`src/rtl/fifo_pkg.sv`:
```
// Shared definitions for the synchronous FIFO read-side controller.
package fifo_pkg;
  localparam int FRAME_CNT_W = 16;

  typedef enum logic [1:0] {
    IDLE  = 2'd0,
    RUN   = 2'd1,
    DRAIN = 2'd2
  } state_e;
endpackage

```
`src/rtl/skid_buf2.sv`:
```
// Two-entry in-order valid/ready buffer; head entry is always the output word.
module skid_buf2 #(
  parameter int W = 8
) (
  input  logic         clk,
  input  logic         rst,
  input  logic         push_i,
  input  logic [W-1:0] din_i,
  input  logic         pop_i,
  output logic         valid_o,
  output logic [W-1:0] dout_o,
  output logic [1:0]   count_o
);
  logic [W-1:0] head_q, head_d, tail_q, tail_d;
  logic [1:0]   cnt_q, cnt_d;
  logic         pop;

  assign pop = pop_i && (cnt_q != 2'd0);

  always_comb begin
    head_d = head_q;
    tail_d = tail_q;
    cnt_d  = cnt_q;
    case ({push_i, pop})
      2'b10: begin
        // Upstream slot accounting makes a push into a full buffer impossible.
        if (cnt_q != 2'd2) begin
          if (cnt_q == 2'd0) head_d = din_i;
          else               tail_d = din_i;
          cnt_d = cnt_q + 2'd1;
        end
      end
      2'b01: begin
        head_d = tail_q;
        cnt_d  = cnt_q - 2'd1;
      end
      2'b11: begin
        if (cnt_q == 2'd1) begin
          head_d = din_i;
        end else begin
          head_d = tail_q;
          tail_d = din_i;
        end
      end
      default: ;
    endcase
  end

  always_ff @(posedge clk or posedge rst) begin
    if (rst) begin
      head_q <= '0;
      tail_q <= '0;
      cnt_q  <= 2'd0;
    end else begin
      head_q <= head_d;
      tail_q <= tail_d;
      cnt_q  <= cnt_d;
    end
  end

  assign valid_o = (cnt_q != 2'd0);
  assign dout_o  = head_q;
  assign count_o = cnt_q;
endmodule

```
`src/rtl/sync_fifo_reader.sv`:
```
// Read-side controller: issues FIFO reads, hides the one-cycle read latency,
// and emits a framed valid/ready stream through a 2-entry buffer.
module sync_fifo_reader
  import fifo_pkg::*;
#(
  parameter int DATA_WIDTH = 8,
  parameter int FRAME_LEN  = 4
) (
  input  logic                   clk,
  input  logic                   rst,
  input  logic                   enable,
  input  logic                   fifo_empty,
  input  logic [DATA_WIDTH-1:0]  fifo_data,
  output logic                   fifo_r_en,
  output logic                   m_valid,
  input  logic                   m_ready,
  output logic [DATA_WIDTH-1:0]  m_data,
  output logic                   m_last,
  output logic                   busy,
  output logic [FRAME_CNT_W-1:0] frame_cnt
);
  localparam logic [15:0] WIDX_MAX = 16'(FRAME_LEN - 1);

  state_e                 state_q, state_d;
  logic                   inflight_q;
  logic [15:0]            widx_q, widx_d;
  logic [FRAME_CNT_W-1:0] fcnt_q, fcnt_d;
  logic [1:0]             buf_cnt;
  logic                   pop;
  logic [2:0]             occ;

  skid_buf2 #(.W(DATA_WIDTH)) u_buf (
    .clk     (clk),
    .rst     (rst),
    .push_i  (inflight_q),
    .din_i   (fifo_data),
    .pop_i   (pop),
    .valid_o (m_valid),
    .dout_o  (m_data),
    .count_o (buf_cnt)
  );

  assign pop = m_valid && m_ready;

  // Slots already promised: buffered plus in-flight, less the word leaving now.
  assign occ       = {1'b0, buf_cnt} + {2'b00, inflight_q} - {2'b00, pop};
  assign fifo_r_en = (state_q == RUN) && !fifo_empty && (occ < 3'd2);

  assign m_last    = m_valid && (widx_q == WIDX_MAX);
  assign busy      = (state_q != IDLE);
  assign frame_cnt = fcnt_q;

  always_comb begin
    widx_d = widx_q;
    fcnt_d = fcnt_q;
    if (pop) begin
      if (m_last) begin
        widx_d = 16'd0;
        fcnt_d = fcnt_q + 1'b1;
      end else begin
        widx_d = widx_q + 16'd1;
      end
    end
  end

  always_comb begin
    state_d = state_q;
    case (state_q)
      IDLE:    if (enable) state_d = RUN;
      RUN:     if (!enable) state_d = DRAIN;
      DRAIN: begin
        if (enable)                                 state_d = RUN;
        else if (!inflight_q && (buf_cnt == 2'd0))  state_d = IDLE;
      end
      default: state_d = IDLE;
    endcase
  end

  always_ff @(posedge clk or posedge rst) begin
    if (rst) begin
      state_q    <= IDLE;
      inflight_q <= 1'b0;
      widx_q     <= 16'd0;
      fcnt_q     <= '0;
    end else begin
      state_q    <= state_d;
      inflight_q <= fifo_r_en;
      widx_q     <= widx_d;
      fcnt_q     <= fcnt_d;
    end
  end
endmodule

```
`config.mk`:
```
export PLATFORM = sky130hd
export DESIGN_NAME = sync_fifo_reader
export DESIGN_NICKNAME = d
export VERILOG_FILES = /design/src/rtl/fifo_pkg.sv /design/src/rtl/skid_buf2.sv /design/src/rtl/sync_fifo_reader.sv
export SDC_FILE = /design/constraint.sdc
export NUM_CORES = 1
export LEC_CHECK = 0
export ABC_CLOCK_PERIOD_IN_PS = 5700
export CAP_MARGIN = 5
export CORE_AREA = 8 8 87 89
export DETAILED_ROUTE_END_ITERATION = 16
export DIE_AREA = 0 0 95 97
export PLACE_DENSITY = 0.67
export SLEW_MARGIN = 25
export SYNTH_ARGS = -nofsm -noshare
export SYNTH_HDL_FRONTEND = slang
export SYNTH_SLANG_ARGS = --single-unit
```
`constraint.sdc`:
```
create_clock -name clk -period 5.7 [get_ports clk]
set_clock_uncertainty 0.1 [all_clocks]
set_input_delay 0.855 -clock clk [delete_from_list [all_inputs] [get_ports clk]]
set_output_delay 0.855 -clock clk [all_outputs]
set_load 0.05 [all_outputs]
```
==> impl_metrics.env <==
export IMPL_place_ws_ps=669
export IMPL_dpl_hpwl_um=3400
export IMPL_post_dp_cell_area_mm2=0.00291
export IMPL_cts_tree="built"
export IMPL_grt_pass1_vias=1672
export IMPL_vias=1722
export IMPL_viasPerCell=5.04
export IMPL_syn_cell_area_mm2=0.00242
export IMPL_area_growth_pct=24.7
export IMPL_worstPathCellList="clkdlybuf4s50_1, nand2b_1, buf_4, clkinv_1, ha_1, nand2b_1, fa_1, xor2_1, nor4b_1, clkdlybuf4s50_1"
export IMPL_synth_flop_cell="dfrtp_1"
export IMPL_fillers=567
export IMPL_drc=0
export IMPL_cts_resized=0
export IMPL_core_area_mm2=0.00620
export IMPL_tightest_slew_ps=936
export IMPL_cts_sink_count=53
export IMPL_firstDrtPassIters=4
export IMPL_vdd_ir_drop_max_v=0.000250
export IMPL_routedWlPerCell_um=13.9
export IMPL_hold_viol_final=0
export IMPL_max_cap_violations=0
export IMPL_p_leak_uw=0.00133
export IMPL_final_cells=342
export IMPL_clkSlewWorstSetupHoldPaths_ps=90
export IMPL_synth_edff_count=0
export IMPL_cp_required_ps=4740
export IMPL_htreeDepth=2
export IMPL_seq_area_mm2=0.00133
export IMPL_numCtsBuffers=5
export IMPL_synth_distinct_cells=36
export IMPL_critPathMaxStageDelay_ps=880
export IMPL_wl_um=4750
export IMPL_syn_num_nets=239
export IMPL_portBuffers=40
export IMPL_start_util=0.391
export IMPL_track_usage=0.109
export IMPL_worst_path_max_fanout=11
export IMPL_maxSlewViolCount=0
export IMPL_layout_cells_most_common="dfrtp_1"
export IMPL_yosysSeqAreaShare=0.547
export IMPL_die_area_mm2=0.00922
export IMPL_postCtsSetupBuffers=0
export IMPL_worstSetupStartpointType="input port"
export IMPL_cts_root_buffer="clkbuf_8"
export IMPL_cp_slowest_cell="clkdlybuf4s50_1"
export IMPL_endpoint_kind="primary output"
export IMPL_layout_common_cells="dfrtp_1, clkdlybuf4s50_1, nand2_1"
export IMPL_synth_cells=219
export IMPL_total_power_uw=1330
export IMPL_clk_latency_ps=300
export IMPL_fin_crit_ps=5030
export IMPL_avgSynthCellArea_um2=11.1
export IMPL_overflow=0
export IMPL_crit_arrival_ps=4070
export IMPL_critPathKind="in2out"
export IMPL_fin_ws_ps=673
export IMPL_ctsHoldBuffers=0
export IMPL_ios=41
export IMPL_antenna_left=0
export IMPL_status="finished, final reports clean"
export IMPL_hold_class="reg2reg"
export IMPL_gp_congestion=0.794
export IMPL_grt_max_degree=54
export IMPL_async_flop_share=1.00
export IMPL_fin_area_mm2=0.00302
export IMPL_antenna_found_initial=0
export IMPL_synth_seq_cells=53
export IMPL_clockBufferDepth=2
export IMPL_die_x_um=95
export IMPL_yosys_warnings=0
export IMPL_drt_iter0_drc=59
export IMPL_fin_setup_tns_ps=0
export IMPL_fmax_mhz=199
export IMPL_setup_viol=0
export IMPL_rows=29
export IMPL_final_nets=284
export IMPL_dp_cells=334
export IMPL_p_per_area_mw_per_mm2=440
export IMPL_relSlewSlack=0.373
export IMPL_diodes=0
export IMPL_grt_pass1_wl_um=8100
export IMPL_multi_input_area_mm2=0.00105
export IMPL_hold_path_depth=1
export IMPL_rr_worst_depth=10
export IMPL_rsz0062_at_grt="no"
export IMPL_post_route_period_util=0.882
export IMPL_die_h_um=97
export IMPL_drive_above_1_share=0.0943
-- stage by stage --
step,hold WS (ps),util
6_report,379,0.487
3_3_place_gp,363,0.469
4_1_cts,384,0.487
2_1_floorplan,343,-
3_5_place_dp,370,0.469
5_1_grt,395,0.487
-- cells in the mapped netlist, types with 2 or more instances --
master    number  area (um2)
and3_1         2        12.5
a21oi_1        5        25.0
xnor2_1       19         166
a22oi_1        7        52.6
nand2b_1       4        25.0
mux2_2         9         101
clkbuf_1       2        7.51
nor4_1         4        25.0
a21o_1         2        15.0
nor2_2         4        25.0
inv_1          6        22.5
nand4_1       10        62.6
nand3_1       11        55.1
nand2_1       31         116
ha_1           6        75.1
o21ai_0        2        10.0
nor2_1        12        45.0
nor3_1         4        20.0
xor2_1        10        87.6
dfrtp_1       53        1330
-- routing by layer --
metal  global-route usage  part of all wire  vias up
met4               0.0493             0.016        0
met3               0.0255             0.063        8
li1                     -                 -      849
met1                0.144              0.46      827
met5                    0                 0        -
met2                0.163              0.46       38
-- where the power goes --
group | internal, uW | total (uW) | switching (uW) | leakage [uW]
clock network | 132 | 254 | 122 | 0.0000554
registers | 467 | 544 | 76.5 | 0.000695
logic | 205 | 532 | 326 | 0.000578
-- critical path: cells and delay by family --
family	cells	cell delay, ps
fa+ha+maj	2	720
xor+xnor	1	150
buf+inv	4	1720
simple gates	3	620
-- area by class of cell --
| type | instances | area share |
|---|---|---|
| Tap cell | 77 | 0.0319 |
| Inverter | 7 | 0.00952 |
| Timing Repair Buffer | 41 | 0.135 |
| Clock inverter | 2 | 0.0128 |
| Sequential cell | 53 | 0.439 |
| Multi-Input combinational cell | 156 | 0.348 |
| Clock buffer | 6 | 0.0240 |
-- worst paths after layout --
path,from,to,slack (ps)
worst max-delay path,m_ready,fifo_r_en,670
min in group asynchronous,rst,u_buf.dout_o[0]$_DFFE_PP0P_,890
worst max register to register,u_buf.count_o[1]$_DFFE_PP0P_,inflight_q$_DFF_PP0_,2780
max in group asynchronous,rst,widx_q[4]$_DFFE_PP0P_,4170
worst min register to register,widx_q[15]$_DFFE_PP0P_,widx_q[15]$_DFFE_PP0P_,380
worst min-delay path,widx_q[15]$_DFFE_PP0P_,widx_q[15]$_DFFE_PP0P_,380
-- logic make-up after synthesis --
family / after synthesis / share of synthesized area
AND/OR/NAND/NOR: 88 / 0.180
multiplexers: 10 / 0.0459
flip-flops: 53 / 0.547
buffers and inverters: 10 / 0.0186
XOR/XNOR: 30 / 0.112
AO/OA/AOI/OAI: 21 / 0.0578
adder cells (fa/ha/maj): 7 / 0.0392
-- flip-flops by register name, summed over array words and instances, names as in the netlist --
| name | count |
|---|---|
| u_buf.dout_o | 8 |
| inflight_q | 1 |
| frame_cnt | 16 |
| u_buf.count_o | 2 |
| state_q | 2 |
| widx_q | 16 |
| u_buf.tail_q | 8 |
Power figures use the tool's default switching activity.
